<file path="src/rtl/data_source_mc.sv">
// data_source_mc: loadable sample memory replayed over a valid/ready stream.
// Supports inter-word gaps, channel tagging, first/last markers, single or
// repeat passes, and a sticky error flag for illegal requests.
module data_source_mc #(
  parameter int WIDTH    = 32,
  parameter int MWIDTH   = 1,
  parameter int N_DATA   = 64,
  parameter int LOGNDATA = 6,
  parameter int N_CHAN   = 2,
  parameter int LOGNCHAN = 1,
  parameter int GAPWIDTH = 8
) (
  input  logic                clk,
  input  logic                rst_n,
  input  logic                load_nd,
  input  logic [LOGNDATA-1:0] load_addr,
  input  logic [WIDTH-1:0]    load_data,
  input  logic [MWIDTH-1:0]   load_m,
  input  logic                start,
  input  logic                stop,
  input  logic                repeat_mode,
  input  logic [GAPWIDTH-1:0] gap,
  input  logic [LOGNDATA:0]   n_samples,
  input  logic                out_ready,
  output logic                out_nd,
  output logic [WIDTH-1:0]    out_data,
  output logic [MWIDTH-1:0]   out_m,
  output logic [LOGNCHAN-1:0] out_chan,
  output logic                first,
  output logic                last,
  output logic                busy,
  output logic                error
);

  typedef struct packed {
    logic [MWIDTH-1:0] m;
    logic [WIDTH-1:0]  d;
  } word_t;

  typedef enum logic [1:0] {IDLE, FETCH, SEND, GAP} state_t;

  localparam logic [LOGNDATA:0]   N_MAX   = (LOGNDATA+1)'(N_DATA);
  localparam logic [LOGNDATA:0]   CMASK_N = (LOGNDATA+1)'(N_CHAN-1);
  localparam logic [LOGNDATA-1:0] CMASK_A = LOGNDATA'(N_CHAN-1);

  word_t               mem [N_DATA];
  state_t              state, state_nxt;
  logic                cfg_rep;
  logic [GAPWIDTH-1:0] cfg_gap, gap_cnt;
  logic [LOGNDATA:0]   cfg_n;
  logic [LOGNDATA-1:0] addr, rd_addr;
  logic                stop_flag;
  logic                idle, xfer, n_ok, load_ok, start_ok, stop_now, rd_en, err_set;

  assign idle     = (state == IDLE);
  assign xfer     = (state == SEND) && out_ready;
  // n_samples must be 1..N_DATA and a whole number of channel groups
  assign n_ok     = (n_samples != '0) && (n_samples <= N_MAX) &&
                    ((n_samples & CMASK_N) == '0);
  assign load_ok  = idle && load_nd;
  // a load in the same cycle wins; the start is dropped and flagged
  assign start_ok = idle && start && !load_nd && n_ok;
  assign stop_now = cfg_rep && (stop || stop_flag);
  assign err_set  = (start && (!idle || load_nd || !n_ok)) || (load_nd && !idle);
  // the memory is read on entry to SEND: from FETCH (word 0) or on every transfer
  assign rd_en    = (state == FETCH) || xfer;
  assign rd_addr  = (state == FETCH) ? addr : (last ? '0 : addr + 1'b1);

  // state register
  always_ff @(posedge clk or negedge rst_n) begin
    if (!rst_n) state <= IDLE;
    else        state <= state_nxt;
  end

  // next-state logic
  always_comb begin
    state_nxt = state;
    case (state)
      IDLE:  if (start_ok) state_nxt = FETCH;
      FETCH: state_nxt = SEND;
      SEND: begin
        if (xfer) begin
          if (stop_now || (last && !cfg_rep)) state_nxt = IDLE;
          else if (cfg_gap == '0)             state_nxt = SEND;
          else                                state_nxt = GAP;
        end
      end
      GAP: begin
        if (stop_now)          state_nxt = IDLE;
        else if (gap_cnt <= 1) state_nxt = SEND;
      end
      default: state_nxt = IDLE;
    endcase
  end

  // FSM outputs
  always_comb begin
    out_nd = (state == SEND);
    busy   = !idle;
  end

  // sample memory: no reset so contents survive rst_n
  always_ff @(posedge clk) begin
    if (load_ok) mem[load_addr] <= {load_m, load_data};
  end

  // playback config, address, gap counter and pending-stop flag
  always_ff @(posedge clk or negedge rst_n) begin
    if (!rst_n) begin
      cfg_rep   <= 1'b0;
      cfg_gap   <= '0;
      cfg_n     <= '0;
      addr      <= '0;
      gap_cnt   <= '0;
      stop_flag <= 1'b0;
    end else begin
      if (start_ok) begin
        cfg_rep <= repeat_mode;
        cfg_gap <= gap;
        cfg_n   <= n_samples;
        addr    <= '0;
      end
      if (rd_en) addr <= rd_addr;
      if (xfer)                gap_cnt <= cfg_gap;
      else if (state == GAP)   gap_cnt <= gap_cnt - 1'b1;
      if (state_nxt == IDLE)             stop_flag <= 1'b0;
      else if (!idle && stop && cfg_rep) stop_flag <= 1'b1;
    end
  end

  // registered memory read into the output word and its tags
  always_ff @(posedge clk or negedge rst_n) begin
    if (!rst_n) begin
      out_data <= '0;
      out_m    <= '0;
      out_chan <= '0;
      first    <= 1'b0;
      last     <= 1'b0;
    end else if (rd_en) begin
      out_data <= mem[rd_addr].d;
      out_m    <= mem[rd_addr].m;
      out_chan <= LOGNCHAN'(rd_addr & CMASK_A);
      first    <= (rd_addr == '0);
      last     <= ({1'b0, rd_addr} == (cfg_n - 1'b1));
    end
  end

  // sticky error, cleared only by reset
  always_ff @(posedge clk or negedge rst_n) begin
    if (!rst_n)       error <= 1'b0;
    else if (err_set) error <= 1'b1;
  end

endmodule

</file>
<file path="config.mk">
export PLATFORM = sky130hd
export DESIGN_NAME = data_source_mc
export DESIGN_NICKNAME = d
export VERILOG_FILES = /design/src/rtl/data_source_mc.sv
export SDC_FILE = /design/constraint.sdc
export NUM_CORES = 2
export LEC_CHECK = 0
export ABC_AREA = 1
export BUFFER_PORTS_ARGS = -buffer_cell sky130_fd_sc_hd__buf_2
export CORE_AREA = 2 2 407 409
export DETAILED_ROUTE_END_ITERATION = 8
export DIE_AREA = 0 0 409 411
export PLACE_DENSITY = 0.7
export SYNTH_ARGS = -nofsm -noshare
export SYNTH_HDL_FRONTEND = slang
export SYNTH_SLANG_ARGS = --single-unit
</file>
<file path="constraint.sdc">
create_clock -name clk -period 6.4 [get_ports clk]
set_input_delay 0.96 -clock clk [delete_from_list [all_inputs] [get_ports clk]]
set_output_delay 0.96 -clock clk [all_outputs]
set_load 0.03 [all_outputs]
</file>
### After elaboration in Yosys (flattened, before gate mapping)

Memories as Yosys holds them, arrays and structs flattened. A register that Yosys moved wholly into a read port is not among the register bits.
Index checks and enable logic that the tools add are counted.

* $add $sub $neg: 3
* $mul: 0
* divide/modulo/power cells: 0
* magnitude comparators: 2
* eq/ne operators: 4
* shift operators: 0
* mux-type cells: 17
* bitwise gates (word level): 0
* reduce and logical (&&, ||, !) cells: 33

Operators with widths (count)
* $mux W6: 4
* $mux W8: 2
* $logic_and A1 B1 Y1: 13
* $mux W2: 5
* $le A8 B1 Y1 const B: 1
* $logic_not A8 Y1: 1
* $pmux W2 S4: 1
* $sub A8 B1 Y8 const B: 1
* $eq A6 B7 Y1: 1
* $le A7 B7 Y1 const B: 1
* $logic_not A7 Y1: 1
* $reduce_bool A7 Y1: 1
* $sub A7 B1 Y7 const B: 1
* $add A6 B1 Y6 const B: 1
* $logic_not A6 Y1: 1
* $logic_or A1 B1 Y1: 6
* $reduce_bool A2 Y1: 3
* $logic_not A1 Y1: 5
* $mux W1: 5
* $eq A2 B2 Y1 const B: 2
* $logic_not A2 Y1: 2
* $eq A2 B1 Y1 const B: 1

* register bits after elaboration: 37
* latch bits: 0
* bits in writable memories: 2112
* memory bits (read-only): 0
* input bits: 61
* output and inout bits: 39
* word-level logic and storage cells: 71
* memories kept: 1

Memory list
* mem: words 64, width 33, read ports 1, clocked after memory_dff 1, wr ports 1, line 46 `word_t mem [N_DATA];`

### Longest topological paths before layout

* depth in word-level cells: 8
* mapped depth: 15
* mapped depth without buffers: 12

### Least setup slack after synthesis

No wires, ideal clock.

* kind: input to register
* from: in load_nd
* to: mem mem[0][0] in the netlist's numbering, enable pin
* library setup time: 0.423 ns
* arrival: 3.052 ns
* slack: 2.925 ns
* stages: 4
* buffers on the path: 0
* cell sequence: inv_1 > nor2_1 > nand4_1 > nor2_1

* word-level cells in the longest chain between the ends: 3

RTL lines
* from (decl): line 15 `input logic load_nd,`
* $logic_and A1 B1 Y1: line 60 `assign load_ok = idle && load_nd;`
* $mux W1: line 104 `if (load_ok) mem[load_addr] <= {load_m, load_data};`
* $mux W1 (not written as such): line 104
* to (decl): line 46

Every way passes these cells.

### Worst setup path after layout

* from: reg state[0]
* to: mem mem[33][20] in the netlist's numbering, enable pin

* word-level cells in the longest chain between the ends: 4

RTL lines
* from (decl): line 47 `state_t state, state_nxt;`
* from (signal assigned): line 72 `else state <= state_nxt;`
* $logic_not A2 Y1: line 55 `assign idle = (state == IDLE);`
* $logic_and A1 B1 Y1: line 60
* $mux W1: line 104
* $mux W1 (not written as such): line 104

Every way passes these cells.

==> impl_metrics.py <==
metrics = {
    "outcome": {
        "status": "complete, no violations",
    },
    "sta": {
        "rsz0062_at_grt": "false",
        "hold_violations": 0,
        "max-slew-margin-rel": 0.118,
        "setup_ws_ns": 1.57,
        "final.setup.tns_ns": 0,
        "report.final.slew_viol_count": 0,
        "worst_pin_slew_ns": 1.32,
        "finalCritPeriodShare": 0.755,
        "clock.fmax_mhz": 207,
        "setup_viol": 0,
        "hold_ws_ns": 0.0552,
        "skew_ns": 0.0489,
        "period_needed_ns": 4.83,
    },
    "setup_path": {
        "worstReg2RegEnd": "mem[33][20]$_DFFE_PP_",
        "endpoint": "mem[33][20]$_DFFE_PP_",
        "crit_path_start": "state[0]$_DFF_PN0_",
        "critPathArrivalTime_ns": 5.38,
        "critical_path.slowest_cell": "nor2_4",
        "crit_chain": "nor2_1 > inv_1 > nor2_1 > nand4_1 > nor2_4 > buf_4",
        "r2r_slack_ns": 1.57,
        "crit_family": "simple AND/OR/NAND/NOR gates",
        "r2r_start": "state[0]$_DFF_PN0_",
        "cp-start-kind": "register",
        "critical_path_required_ns": 6.95,
        "cp_slowest_stage_delay_ns": 1.27,
        "path_buf_inv": 2,
        "crit_path_end_kind": "register",
        "path_depth": 6,
        "setup.worst_path.class": "reg -> reg",
        "reg2reg_depth": 6,
        "crit_fanout": 21,
        "crit_top_cell": "nor2_1",
    },
    "final_layout": {
        "drive_gt1_frac": 0.0855,
        "mostFrequentLayoutCells": "nand3_1, edfxtp_1, nand2_1",
        "fin_util": 0.605,
        "syn2layout_area_growth_pct": 10.8,
        "fin_area_um2": 99200,
        "fin_nets": 7662,
        "layout_commonest_cell": "nand3_1",
    },
    "power": {
        "power.density_nw_per_um2": 497,
        "p_leak_nw": 36.1,
        "vdd_drop_max_mv": 0.670,
    },
    "global_route": {
        "grt_pass1_wl_mm": 379,
        "antenna_found_initial": 14,
        "grt.overflow.total": 0,
        "grt_max_degree": 180,
        "grtUsageTotal": 0.305,
        "grt_pass1_vias": 58700,
    },
    "yosys": {
        "syn_inst": 7610,
        "synthArstFlopShare": 0.0321,
        "yosysSeqAreaShare": 0.728,
        "synthesis.nets": 7675,
        "netlist_area_um2": 89500,
        "synth_cell_types": 34,
        "yosysWarnings": 0,
        "synth.avg_cell_area_um2": 11.8,
        "ys_ff_latch": 2182,
        "synth_edf_count": 2112,
        "synthFlopType": "edfxtp_1",
    },
    "floorplan": {
        "initial_core_util": 0.546,
        "die-area_um2": 168000,
        "placementRows": 149,
        "core_um2": 164000,
        "die_w_um": 409,
        "ios": 100,
        "die_h_um": 411,
    },
    "routing": {
        "routedWlPerCell_um": 26.0,
        "routed_wl_mm": 259,
        "vias_per_cell": 6.17,
        "postRouteAntennaNets": 0,
        "vias": 61500,
        "drt_pass1_iterations": 6,
        "drc": 0,
        "drt_iter0_drc": 9701,
    },
    "clocking": {
        "post_cts_buffers": 0,
        "clock_sinks": 2182,
        "cts-resized-gates": 0,
        "cts_buffers": 212,
        "cts_tree": "yes",
        "clock-root-buffer": "clkbuf_16",
        "clkLatencyLatePin_ns": 0.87,
        "hold_buffers": 0,
        "clock_path_buffers": 3,
        "cts.reportedPaths.clkPinSlew_ns": 0.06,
        "cts_max_level": 4,
    },
    "placed_design": {
        "placed_area_um2": 92300,
        "hpwlAfterDp_mm": 133,
        "place_ws_ns": 1.51,
        "gp_congestion": 0.850,
        "portBuffers": 99,
    },
    "min_path": {
        "hold_path_class": "in -> async",
    },
    "run": {
        "drv_cap": 0,
    },
}
routing by layer:
metal | track usage | share of wire
met1 | 0.417 | 0.37
met2 | 0.480 | 0.46
met3 | 0.0655 | 0.13
met4 | 0.121 | 0.041
met5 | 0 | 0.00024
sequential cells by signal (all words and copies together), names as in the netlist:
signal / count
gap_cnt: 8
error: 1
first: 1
addr: 6
out_chan: 1
cfg_rep: 1
state: 2
out_m: 1
mem: 2112
out_data: 32
stop_flag: 1
cfg_n: 7
cfg_gap: 8
last: 1
where the power goes:
| group | total (mW) | internal [mW] | switching, mW |
|---|---|---|---|
| sequential | 16.2 | 15.9 | 0.270 |
| clock | 12.4 | 6.96 | 5.45 |
| combinational | 20.7 | 5.67 | 15.0 |
| total | 49.3 | 28.6 | 20.7 |
through the flow:
| step | std cells | power (mW) |
|---|---|---|
| floorplan | 7610 | 30.6 |
| global placement | 9572 | 36.4 |
| detailed placement | 9572 | 36.7 |
| CTS | 9969 | 49.0 |
| global route | 9969 | 51.5 |
| finish | 9971 | 49.3 |
synth_stat cells, types with 5 or more instances:
library cell  instances  area, um^2
nand2_1            2078        7800
buf_2               349        1750
inv_2                 8        30.0
a21oi_1               5        25.0
nand3_1            2310       11600
xor2_1               10        87.6
nor2_1               86         323
dfrtp_1              70        1750
edfxtp_1           2112       63400
buf_4                72         541
buf_1                12        45.0
inv_1               367        1380
clkbuf_1             52         195
buf_6                 8        90.1
o21ai_0              14        70.1
nor3_1                5        25.0
o22ai_1               5        31.3
nand4_1              12        75.1
how the worst min path moves through the flow:
stage | depth (start not counted) | end | start
after floorplan | 2 | cfg_n[6]$_DFFE_PN0P_ | cfg_n[6]$_DFFE_PN0P_
after global placement | 2 | error$_DFFE_PN0P_ | error$_DFFE_PN0P_
after detailed placement | 2 | error$_DFFE_PN0P_ | error$_DFFE_PN0P_
after CTS | 1 | cfg_n[0]$_DFFE_PN0P_ | rst_n
final | 1 | cfg_gap[4]$_DFFE_PN0P_ | rst_n
after global routing | 1 | out_data[1]$_DFFE_PN0N_ | rst_n
area by class of cell:
| class | count | area (um^2) |
|---|---|---|
| flip-flops and latches | 2182 | 65200 |
| fillers | 12500 | 64700 |
| well taps | 2189 | 2740 |
| inverters | 375 | 1420 |
| repair buffers | 266 | 2080 |
| clock inverters | 117 | 1210 |
| clock buffers | 280 | 5720 |
| multi-input cells | 4560 | 20900 |
| diodes | 2 | 5.00 |
logic make-up after synthesis:
family,after synthesis,synth area share
AND/OR/NAND/NOR,4507,0.222
flip-flops,2182,0.728
buffers and inverters,868,0.0450
AO/OA/AOI/OAI,36,0.00260
XOR/XNOR,13,0.00127
adder cells (fa/ha/maj),4,0.000559
No activity file was read; power rests on OpenSTA's default activity.
